## src/rtl/mult_ctrl_pkg.sv

```systemverilog
// Shared definitions for the shared-multiplier controller: FSM encoding,
// port count and the registered per-request control fields.
package mult_ctrl_pkg;

    localparam int NUM_PORTS = 2;

    localparam logic [1:0] S_IDLE = 2'd0;
    localparam logic [1:0] S_LO   = 2'd1;
    localparam logic [1:0] S_HI   = 2'd2;
    localparam logic [1:0] S_DONE = 2'd3;

    // Control captured at accept time; operands are held separately since
    // their width depends on the instance parameter N.
    typedef struct packed {
        logic owner;
        logic sgn;
        logic full;
    } req_ctl_t;

endpackage

```

## src/rtl/mult_share_ctrl_mul.sv

```systemverilog
// Combinational N x N multiplier returning one half of the 2N-bit product.
// HiLo selects the half, Signed selects two's-complement operands.
module mult_share_ctrl_mul #(
    parameter int N = 8
) (
    input  logic [N-1:0] X,
    input  logic [N-1:0] Y,
    input  logic         HiLo,
    input  logic         Signed,
    output logic [N-1:0] Out
);

    // Extending straight to 2N bits gives the same low 2N product bits as an
    // (N+1)-bit signed multiply, and leaves no unused upper product bits.
    logic [2*N-1:0] xe, ye, prod;

    // Operand extension and product half select
    always_comb begin
        xe   = Signed ? {{N{X[N-1]}}, X} : {{N{1'b0}}, X};
        ye   = Signed ? {{N{Y[N-1]}}, Y} : {{N{1'b0}}, Y};
        prod = xe * ye;
        Out  = HiLo ? prod[2*N-1:N] : prod[N-1:0];
    end

endmodule

```

## src/rtl/mult_share_ctrl.sv

```systemverilog
// Two-port round-robin front end for a single shared multiplier. Each request
// takes one cycle for the low half and, if requested, one for the high half,
// then holds the result until the owning port accepts it.
module mult_share_ctrl
    import mult_ctrl_pkg::*;
#(
    parameter int N       = 8,
    parameter int RR_INIT = 1
) (
    input  logic                 clk,
    input  logic                 rst,
    input  logic [NUM_PORTS-1:0] in_valid,
    output logic [NUM_PORTS-1:0] in_ready,
    input  logic [N-1:0]         in_x0,
    input  logic [N-1:0]         in_y0,
    input  logic [N-1:0]         in_x1,
    input  logic [N-1:0]         in_y1,
    input  logic [NUM_PORTS-1:0] in_signed,
    input  logic [NUM_PORTS-1:0] in_full,
    output logic [NUM_PORTS-1:0] out_valid,
    input  logic [NUM_PORTS-1:0] out_ready,
    output logic [N-1:0]         out_lo,
    output logic [N-1:0]         out_hi,
    output logic                 busy
);

    logic [1:0]   state;
    logic         last_served;
    req_ctl_t     ctl;
    logic [N-1:0] x_r, y_r, lo_reg, hi_reg, mul_out;
    logic         gnt_vld, gnt, accept;

    // Grant: lone requester wins; on a tie the port not served last wins
    always_comb begin
        gnt_vld = |in_valid;
        gnt     = 1'b0;
        if (in_valid == 2'b11) gnt = ~last_served;
        else                   gnt = in_valid[1];
    end

    // in_ready is held low while reset is asserted even if requests are present
    assign in_ready = (!rst && state == S_IDLE && gnt_vld) ? (gnt ? 2'b10 : 2'b01) : 2'b00;
    assign accept   = |(in_valid & in_ready);
    assign busy     = (state != S_IDLE);

    mult_share_ctrl_mul #(.N(N)) u_mul (
        .X      (x_r),
        .Y      (y_r),
        .HiLo   (state == S_HI),
        .Signed (ctl.sgn),
        .Out    (mul_out)
    );

    // Request FSM: capture on accept, low half, optional high half, hold result
    always_ff @(posedge clk or posedge rst) begin
        if (rst) begin
            state       <= S_IDLE;
            last_served <= 1'(RR_INIT);
            ctl         <= '0;
            x_r         <= '0;
            y_r         <= '0;
            lo_reg      <= '0;
            hi_reg      <= '0;
        end else begin
            case (state)
                S_IDLE: if (accept) begin
                    ctl   <= '{owner: gnt, sgn: in_signed[gnt], full: in_full[gnt]};
                    x_r   <= gnt ? in_x1 : in_x0;
                    y_r   <= gnt ? in_y1 : in_y0;
                    state <= S_LO;
                end
                S_LO: begin
                    lo_reg <= mul_out;
                    state  <= ctl.full ? S_HI : S_DONE;
                end
                S_HI: begin
                    hi_reg <= mul_out;
                    state  <= S_DONE;
                end
                S_DONE: if (out_ready[ctl.owner]) begin
                    last_served <= ctl.owner;
                    state       <= S_IDLE;
                end
                default: state <= S_IDLE;
            endcase
        end
    end

    // Result bus is driven only in DONE; a lo-only request reports hi as zero
    assign out_valid = (state == S_DONE) ? (ctl.owner ? 2'b10 : 2'b01) : 2'b00;
    assign out_lo    = (state == S_DONE) ? lo_reg : '0;
    assign out_hi    = (state == S_DONE && ctl.full) ? hi_reg : '0;

endmodule

```

## config.mk

```make
export PLATFORM = sky130hd
export DESIGN_NAME = mult_share_ctrl
export DESIGN_NICKNAME = d
export VERILOG_FILES = /design/src/rtl/mult_ctrl_pkg.sv /design/src/rtl/mult_share_ctrl_mul.sv /design/src/rtl/mult_share_ctrl.sv
export SDC_FILE = /design/constraint.sdc
export NUM_CORES = 1
export LEC_CHECK = 0
export ABC_AREA = 1
export BUFFER_PORTS_ARGS = -buffer_cell sky130_fd_sc_hd__buf_2
export CAP_MARGIN = 20
export CORE_MARGIN = 8
export CORE_UTILIZATION = 61
export DETAILED_ROUTE_END_ITERATION = 10
export GPL_ROUTABILITY_DRIVEN = 1
export PLACE_DENSITY_LB_ADDON = 0.15
export SYNTH_ARGS = -nofsm -noshare
export SYNTH_HDL_FRONTEND = slang
export SYNTH_SLANG_ARGS = --single-unit
```

## constraint.sdc

```tcl
create_clock -name clk -period 6.3 [get_ports clk]
set_clock_uncertainty 0.1 [all_clocks]
set_input_delay 1.89 -clock clk [delete_from_list [all_inputs] [get_ports clk]]
set_output_delay 1.89 -clock clk [all_outputs]
set_load 0.005 [all_outputs]
```

==> metrics list <==
* Register area share after synthesis: ~16%
- Number of cells on the critical path: 22
- Yosys mapped a number of flops with a built-in enable equal to 0.
- Total Routed Length: 13,300 µm
- Worst flop-to-flop path startpoint: y_r[7]
- Clock tree synthesis inserted a total of 5 buffers.
* Quantity of gates resized following cts: 0
* Top flip-flop cell by instance count after synthesis: sky130_fd_sc_hd__dfrtp_1
- Run status: finished, final reports clean
* Clock latency on the worst-skew pair: 0.30 ns
- sky130_fd_sc_hd__inv_1 is the most common cell in the netlist.
- Detailed-route vias per instance: ~5.0
- The largest total area in the synthesized netlist belongs to sky130_fd_sc_hd__fa_1.
* Site row count: 36
* Maximum number of pins on one net before global-route repair: 39
* Buffer levels on the longest clock path: 2
- Nature of the critical path startpoint: flop
* Synthesis-to-layout area growth: 8.25%
* CP Max Fanout: 19
* DR DRC count: 0
* CP max stage delay: approximately 0.88 ns
* Count of TritonRoute iterations in the first routing pass: 5
- After synthesis the cells add up to between 5000 and 6000 µm².
- Slew Viols, Final: 0
- Counting instances in the post-synthesis netlist gives the leading cell types as sky130_fd_sc_hd__inv_1, sky130_fd_sc_hd__nand2_1, sky130_fd_sc_hd__fa_1.
- Headroom to the max-slew limit: roughly 45%
- After clock tree synthesis, the clock-pin slew on the worst setup and hold paths is around 0.08 ns.
* Capture point of the critical path: hi_reg[6]
- In this run the register-to-register setup slack is ~0.54 ns.
* Share of cells above drive strength 1: 12.2%
* Number of antenna violations at the first check in global routing: 0
* Die width: 114 µm
- Antenna viol nets, final: 0
- Count of yosys warnings during synthesis: 0
- Data required time at the worst endpoint: about 6.4 ns
- CTS saw 38 sinks.
- Worst min path class: flop to flop
- Count of input and output buffers: 62
- The number of antenna diodes in the final layout is 0.
* Wire length of the first global-routing pass: around 23,000 µm
- The core region is approximately 9600 µm².
* Total of flip-flops plus latches after synthesis: 38
- For the pin with the worst max-slew slack, the measured transition is about 0.8 ns.
- Number of setup violations in the final report: 0
* Post-DP HPWL: ~11,000 µm
* Placer congestion estimate: 0.921
- Capture instance of the worst register-to-register path: hi_reg[6]
- By instance count, the cell type seen most on the critical path is sky130_fd_sc_hd__fa_1.
- Total Neg Setup Slack: 0 ns
- The floorplan step defined a die boundary enclosing ~13,000 µm².
- Derived from the worst setup path, the maximum achievable clock frequency is ~170 MHz.
- The cell family contributing the most delay on the critical path is adder cells.
- In the final routed layout, each cell accounts on average for about 13 µm.
- Counting both buffers and inverters, the worst setup path holds a total of 3.
- By area the synthesized netlist is led by sky130_fd_sc_hd__fa_1, sky130_fd_sc_hd__dfrtp_1, sky130_fd_sc_hd__inv_1, sky130_fd_sc_hd__nand2_1, sky130_fd_sc_hd__ha_1.
* Initial DRC count: about 420
- Effective utilization at floorplan: approximately 62%
* Number of global-route vias before repair: ~5.0k
* Total global routing overflow: 0
- Hold timing on the final database bottoms out at a slack of approximately 0.41 ns.
* Depth of the worst register-to-register path: 22
- H-tree lvl count: 2
* Net Count, Synth: roughly 980
* Vias post-DR: about 5k
* Cells traversed along the worst timing path: nand2_2, nor2_4, inv_1, nor2_1, nor2_1, ha_1, or2_2, ha_1, fa_1, fa_1, fa_1, inv_1, fa_1, inv_1, ha_1, nand2_1, nor3_1, nand3_1, o2111ai_1, a21oi_1, o21ai_0, o21ai_0
* TritonCTS clock tree: done
- Cell chosen for the clock root: sky130_fd_sc_hd__clkbuf_8
- In this run the post-CTS setup repair buffer count came out at 0.
- Count of filler cells inserted in the layout: 870
- Final critical-path required period: 5.76 ns
* Fin crit share: between 90% and 100%
- The worst setup path is of the flop to flop kind.
* Count of hold buffers inserted by post-cts repair: 0
* Final worst setup slack: around 0.54 ns
* Launch point of the critical path: y_r[7]
* Total number of nets in the final design: about 1.0k
- In the global route stage, overall resource usage came out at a little over a fifth.
- For this design, the slowest cell found on the critical path is sky130_fd_sc_hd__dfrtp_1.
- Data on the critical path arrives at its endpoint at between 5 and 6 ns.
- Measured on the finished design, the core utilization comes to about 67%.
- Synthesis handed over a netlist of just over 800 instances.
- Averaged over all synthesized cells, the footprint is between 7 and 8 µm².
- OpenSTA, run right after detailed placement, puts the worst setup slack at between 0.5 and 0.6 ns.
- Setup repair after global routing left no endpoint under its margin.
- Final Hold Fails: 0
- In the synthesized netlist the async set-or-reset flop fraction comes to 100%.
- Distinct cell type count of the synthesized netlist: 36
- STA classifies the critical path endpoint as a flop.
- Max-cap violation count: 0
- Top Ports: 63
- Die Span Y: 114 µm
- Top cell type's share of synthesized area: ~23%
## final cells by class
type	count	area, µm²	share of cell area [%]
inverter	248	931	14.5
timing repair buffer	67	348	5.43
multi-input combinational	502	3860	60.3
clock inverter	2	60.1	0.938
clock buffer	6	82.6	1.29
tap	133	166	2.60
sequential	38	952	14.9
## cell families after synthesis
kind of cell / count (synthesis) / share of synthesized area (%)
AO/OA/AOI/OAI: 75 / 7.15
buffers and inverters: 275 / 18.6
adder cells (fa/ha/maj): 126 / 35.3
flip-flops: 38 / 16.1
XOR/XNOR: 2 / 0.423
AND/OR/NAND/NOR: 299 / 22.5
## stage by stage
stage               cells  instance area, µm²
floorplan             815                5920
global placement      988                6260
detailed placement    988                6260
CTS                   996                6400
global route          996                6400
finish                996                6400
## metal layers
layer / up-vias / part of all wire, % / wire length, µm / global-route usage (%)
met5: - / 0 / 0 / 0
met4: 0 / 2.0 / 272 / 7.45
met3: 26 / 5.2 / 688 / 2.69
met2: 141 / 47 / 6240 / 35.1
met1: 2322 / 46 / 6120 / 29.0
li1: 2476 / - / - / -
## tightest hold or removal path, stage by stage, from the launching register on
cell	delay [ns]
sky130_fd_sc_hd__dfstp_2	0.37
sky130_fd_sc_hd__o21ai_0	0.05
sky130_fd_sc_hd__o21ai_0	0.08
## layout by cell type, fill, tap and decap left out, types with 2 or more instances in the layout
cell	instances
sky130_fd_sc_hd__nand4_4	2
sky130_fd_sc_hd__buf_2	62
sky130_fd_sc_hd__nand2_1	201
sky130_fd_sc_hd__nand3_1	36
sky130_fd_sc_hd__o21ai_0	28
sky130_fd_sc_hd__a31oi_1	4
sky130_fd_sc_hd__nand2_2	7
sky130_fd_sc_hd__bufinv_16	2
sky130_fd_sc_hd__nand3_4	3
sky130_fd_sc_hd__clkbuf_8	6
sky130_fd_sc_hd__nor2_4	2
sky130_fd_sc_hd__a22oi_1	12
sky130_fd_sc_hd__nand3_2	5
sky130_fd_sc_hd__dfrtp_1	37
sky130_fd_sc_hd__a21oi_1	26
sky130_fd_sc_hd__fa_1	68
sky130_fd_sc_hd__nor2_1	36
sky130_fd_sc_hd__ha_1	58
sky130_fd_sc_hd__inv_1	243
sky130_fd_sc_hd__buf_4	5
sky130_fd_sc_hd__nor3_1	2
sky130_fd_sc_hd__inv_2	4
sky130_fd_sc_hd__or2_2	2
## worst min-delay path by stage
stage | start | end | slack, ns | cells past startpoint
2_1_floorplan | last_served | last_served | 0.37 | 2
3_3_place_gp | last_served | last_served | 0.38 | 2
3_5_place_dp | last_served | last_served | 0.40 | 2
4_1_cts | last_served | last_served | 0.41 | 2
5_1_grt | last_served | last_served | 0.45 | 2
6_report | last_served | last_served | 0.41 | 2
Power is left out: the tool's default activity adds up to more than one toggle a clock period on the data nets, which glitch-free logic cannot reach.
